### config.mk
export PLATFORM = sky130hd
export DESIGN_NAME = fetch_queue
export DESIGN_NICKNAME = d
export VERILOG_FILES = /design/src/rtl/fetch_queue.sv
export SDC_FILE = /design/constraint.sdc
export NUM_CORES = 1
export LEC_CHECK = 0
export CAP_MARGIN = 25
export CORE_MARGIN = 2
export CORE_UTILIZATION = 49
export DETAILED_ROUTE_END_ITERATION = 7
export GPL_TIMING_DRIVEN = 1
export PLACE_DENSITY_LB_ADDON = 0.2
export SYNTH_ARGS = -nofsm -noshare
export SYNTH_HDL_FRONTEND = slang
export SYNTH_SLANG_ARGS = --single-unit
### constraint.sdc
create_clock -name clk -period 2.9 [get_ports clk]
set_input_delay 0.58 -clock clk [delete_from_list [all_inputs] [get_ports clk]]
set_output_delay 0.58 -clock clk [all_outputs]
set_load 0.02 [all_outputs]
### src/rtl/fetch_queue.sv
// fetch_queue
//   Instruction fetch queue between the IF and ID stages. Each entry holds a
//   {pc, instr} pair (pc is the PC+4 value from IF). A ready/valid handshake
//   decouples IF from ID stalls, and a taken branch (flush) empties the queue
//   in one cycle. IF freeze is driven from ~in_ready.
//
// Parameters
//   DEPTH     number of entries, power of two, minimum 2
//   WIDTH     width of the pc field and of the instruction field
//
// Ports
//   clk        rising-edge clock
//   rst        synchronous active-high reset
//   flush      Branch_Taken from EXE; discards all queued entries
//   in_valid   IF presents a fetched pair this cycle
//   in_pc      PC+4 of the fetched instruction
//   in_instr   fetched instruction word
//   in_ready   queue can accept an entry
//   out_valid  head entry is valid for ID
//   out_pc     pc field of the head entry (0 when out_valid = 0)
//   out_instr  instr field of the head entry (0 when out_valid = 0)
//   out_ready  ID consumes the head entry
//   count      number of valid entries

module fetch_queue #(
   parameter int unsigned DEPTH = 4,
   parameter int unsigned WIDTH = 32
) (
   input  logic                       clk,
   input  logic                       rst,
   input  logic                       flush,
   input  logic                       in_valid,
   input  logic [WIDTH-1:0]           in_pc,
   input  logic [WIDTH-1:0]           in_instr,
   output logic                       in_ready,
   output logic                       out_valid,
   output logic [WIDTH-1:0]           out_pc,
   output logic [WIDTH-1:0]           out_instr,
   input  logic                       out_ready,
   output logic [$clog2(DEPTH):0]     count
);

   localparam int unsigned PTR_W = $clog2(DEPTH);
   localparam int unsigned CNT_W = PTR_W + 1;

   logic [PTR_W-1:0]   rd_ptr_q, rd_ptr_d;
   logic [PTR_W-1:0]   wr_ptr_q, wr_ptr_d;
   logic [CNT_W-1:0]   count_q,  count_d;

   // Storage is never cleared; outputs are masked while the queue is empty.
   logic [2*WIDTH-1:0] mem_q [DEPTH];
   logic [2*WIDTH-1:0] mem_d [DEPTH];

   logic push;
   logic pop;

   // Handshake flags depend only on the registered count.
   assign in_ready  = (count_q != CNT_W'(DEPTH));
   assign out_valid = (count_q != '0);
   assign count     = count_q;

   assign push = in_valid  & in_ready  & ~flush;
   assign pop  = out_valid & out_ready & ~flush;

   // Head entry, forced to a NOP bubble (all zero) when empty.
   always_comb begin
      out_pc    = '0;
      out_instr = '0;
      if (out_valid) begin
         out_pc    = mem_q[rd_ptr_q][2*WIDTH-1:WIDTH];
         out_instr = mem_q[rd_ptr_q][WIDTH-1:0];
      end
   end

   always_comb begin
      rd_ptr_d = rd_ptr_q;
      wr_ptr_d = wr_ptr_q;
      count_d  = count_q;
      for (int unsigned i = 0; i < DEPTH; i++) begin
         mem_d[i] = mem_q[i];
      end

      if (flush) begin
         rd_ptr_d = '0;
         wr_ptr_d = '0;
         count_d  = '0;
      end else begin
         if (push) begin
            mem_d[wr_ptr_q] = {in_pc, in_instr};
            // Power-of-two depth: binary rollover is the wrap.
            wr_ptr_d        = wr_ptr_q + PTR_W'(1);
         end
         if (pop) begin
            rd_ptr_d = rd_ptr_q + PTR_W'(1);
         end
         if (push && !pop) begin
            count_d = count_q + CNT_W'(1);
         end else if (pop && !push) begin
            count_d = count_q - CNT_W'(1);
         end
      end
   end

   always_ff @(posedge clk) begin
      if (rst) begin
         rd_ptr_q <= '0;
         wr_ptr_q <= '0;
         count_q  <= '0;
      end else begin
         rd_ptr_q <= rd_ptr_d;
         wr_ptr_q <= wr_ptr_d;
         count_q  <= count_d;
      end
   end

   always_ff @(posedge clk) begin
      for (int unsigned i = 0; i < DEPTH; i++) begin
         mem_q[i] <= mem_d[i];
      end
   end

endmodule
# == Word level (Yosys, flattened, before mapping) ==
# Memories as Yosys holds them, arrays and structs flattened. A register that Yosys moved wholly into a read port is not among the register bits.
# Cells that the tools add are included.
# totals
ramBits,256
register_bits,7
out_inout_bits,69
word_cells,36
memories,1
# mem_list
name,words,width,rd,rd_clocked_by_memory_dff,write_ports,line_no,source
mem_q,4,64,5,1,4,51,logic [2*WIDTH-1:0] mem_q [DEPTH];
# classes
n_reduce_logical,8
magnitude_cmp,2
eq_ne,1
addsub,4
mux,11
n_bitwise,6
# ops
op,n
2-to-1 mux 256 bit,2
bitwise mux 256 bit,1
demux 64 bit (select 2 bit),1
2-to-1 mux 32 bit,2
2-to-1 mux 64 bit,1
2-to-1 mux 3 bit,2
adder 2 x 1 -> 2 bit (second input constant),2
AND 1 bit,4
2-to-1 mux 2 bit,2
adder 3 x 1 -> 3 bit (second input constant),1
greater-or-equal comparator 3 bit (second input constant),1
logical AND 1 bit,3
less-than comparator 3 x 1 -> 1 bit (second input constant),1
!= test 3 bit (second input constant),1
inverter 2 -> 3 bit,1
nonzero test 3 bit,1
subtractor 3 x 1 -> 3 bit (second input constant),1
zero test 1 bit,2
nonzero test 2 bit,1
OR reduction 2 bit,1
inverter 1 bit,1

# == Longest topological paths before layout ==
# logic_depth
ltp_word,8
ltp_mapped,9

# == Worst setup path before layout ==
# OpenSTA, ideal clock, no wires.
# synth_timing
kind,input port to flip-flop
start,input port in_valid
end,"memory mem_q[0][0] (netlist bit), enable pin"
setup_ns,0.429
path_buffers,0
required_ns,2.471
path_slack_ns,-0.022
t_arrival_ns,2.493
path_stages,2
path_cell_list,nor2b_1 and3_1
# synth_lines
element,line_no,source
"start, declared",32,"input logic in_valid,"
"end, declared",51,

==> reports/metrics.yaml <==
tritoncts: "yes"
placementRows: 52
maxSlewHeadroom: 0.699
critPathLaunchType: "register"
worstMarginPinSlew_ns: 0.452
drt-total-wl_um: 19000
final_cell_mix: "edfxtp_1, clkdlybuf4s50_1, and2_1, mux4_2, dlymetal6s2s_1"
period_share: 0.977
crit_slowest_cell: "mux4_2"
setup-violations-final: 0
path_clk_slew_ns: 0.06
finalHoldViolCount: 0
ir_drop_mv: 0.444
synthCells: 456
ys.warnings.count: 0
synth_area_leader_cell: "edfxtp_1"
wl_met2_um: 9610
clock_sinks: 265
power_density_mw_per_mm2: 643
synth_nets: 531
numCtsBuffers: 27
first_pass_iters: 4
area_growth_pct: 28.2
yosysSeqAreaShare: 0.769
wl_per_cell_um: 20.9
path_max_fanout: 15
rr_startpoint: "count[0]"
grt_pass1_wl_um: 29000
drt_iter0_drc: 310
critPathBufInv: 3
crit_family: "buffers and inverters"
drc: 0
skew_ns: 0.0146
grt-ovfl-total: 0
place_area_mm2: 0.0120
port_buffers: 137
timing.hold.worst.start: "rd_ptr_q[1]"
cts-root-buf: "clkbuf_16"
grt_max_degree: 66
syn_area_per_cell_um2: 22.4
dr.max_layer_used: "met4"
r2r_slack_ns: 0.54
vias_per_cell: 5.34
fin_tns_setup_ns: 0
initial_utilization: 0.502
setup.worst_path.end_class: "output pin"
drive_gt1_frac: 0.213
p_leak_nw: 4.82
die_h_um: 148
die_w_um: 148
cts_buffer_depth: 3
syn-cell-area_mm2: 0.0102
place_congestion: 0.710
final_area_mm2: 0.0131
fmax_ghz: 0.353
max_stage_delay_ns: 0.50
utilization: 0.644
synth-seq-cells: 265
synth_top_area_frac: 0.751
num_antenna_cells: 0
max_cap_violations: 0
vias: 4871
cp.arrival_ns: 2.25
htree_levels: 1
ioPinCount: 138
maxSlewViolCount: 0
holdWs_ns: 0.549
grt_pass1_vias: 5223
layout_commonest_cell: "edfxtp_1"
antenna_found_initial: 0
required_ns: 2.32
fin_crit_ns: 2.83
ys_top_cells_by_area: "edfxtp_1, mux4_2, and2_1"
wl_met3_um: 941
die-area_mm2: 0.0220
drtAntennaViolNets: 0
hold_class: "register to register"
track_usage: 0.173
core_area_mm2: 0.0204
hpwl_um: 10700
status: "complete, no violations"
criticalPathCategory: "register to output pin"
synth_cell_types: 30
path_cells: "buf_4, clkbuf_16, mux4_2, and2_1, clkdlybuf4s15_1"
nets: 697
insertion_delay_ns: 0.52
wl_met1_um: 8230
[where the power goes]
group / switching, mW / internal (mW) / leakage [nW]
clock: 1.35 / 2.17 / 0.440
sequential: 0.0177 / 4.26 / 2.40
combinational: 0.313 / 0.314 / 1.98
total: 1.68 / 6.75 / 4.82
[metal layers]
layer | up-vias | global-route usage
met3 | 25 | 0.0344
met4 | 0 | 0.0367
met1 | 2537 | 0.234
met2 | 115 | 0.296
li1 | 2194 | -
met5 | - | 0
[worst reg2reg max path, cell delays in order (launching register included)]
cell and delay [ns]:
dfxtp_1 0.49, or3b_1 0.35, and2_4 0.22, ha_1 0.18
inv_1 0.06, fa_1 0.38, xor2_1 0.18, or3_1 0.31
a21oi_1 0.13
[final cells by class]
class	count	area, µm²
Clock buffer	38	757
Sequential cell	265	7880
Tap cell	270	338
Timing Repair Buffer	160	1800
Inverter	3	11.3
Multi-Input combinational cell	165	2160
Fill cell	1354	7250
Clock inverter	11	165
[sequential cells by signal, summed over array words and instances, names as in the netlist, named ones only]
| name | cells |
|---|---|
| mem_q | 256 |
| count | 3 |
| rd_ptr_q | 2 |
| wr_ptr_q | 2 |
[repair_timing]
item                                    CTS  global route
gates resized for setup                  33            51
endpoints found under the setup margin   64            41
gates cloned                              0             3
hold buffers                              0             0
buffers inserted                          0             5
pin swaps                                 0             0
[final timing paths]
path	endpoint	cells after the start
hold reg to reg	register	2
setup reg to reg	count[2]	8
setup / recovery	out_pc[8]	5
hold / removal	register	2
[cells in the mapped netlist]
library cell	instances
buf_6	2
nand3_1	1
o31ai_2	1
clkbuf_2	1
and2_1	64
o311ai_0	1
buf_2	6
ha_1	5
a21o_1	1
mux2i_1	1
o31ai_1	1
dfxtp_1	9
xor2_1	4
or2_2	2
nand4_1	1
clkbuf_1	8
or3_1	2
mux4_1	4
inv_1	3
edfxtp_1	256
o21ai_0	1
and3_1	4
mux4_2	60
fa_1	1
or3b_1	1
nor2b_1	1
and2_4	1
nor2_1	6
buf_12	6
a21oi_1	2
[stage by stage]
step / total power [mW] / cells / worst slack [ns]
floorplan: 4.67 / 456 / 0.594
global placement: 4.99 / 855 / 0.291
detailed placement: 5.01 / 855 / 0.176
CTS: 8.50 / 904 / -0.172
global route: 8.70 / 912 / -0.00850
finish: 8.43 / 912 / 0.0656
[logic make-up (layout without fill, tap and decap cells)]
group / Yosys count / count (layout) / share of synthesized area
flops: 265 / 265 / 0.769
simple gates: 83 / 83 / 0.0497
mux: 65 / 65 / 0.143
buf+inv: 26 / 212 / 0.0214
compound gates: 7 / 7 / 0.00501
fa+ha+maj: 6 / 6 / 0.00807
xor+xnor: 4 / 4 / 0.00342
Power figures use the tool's default switching activity.
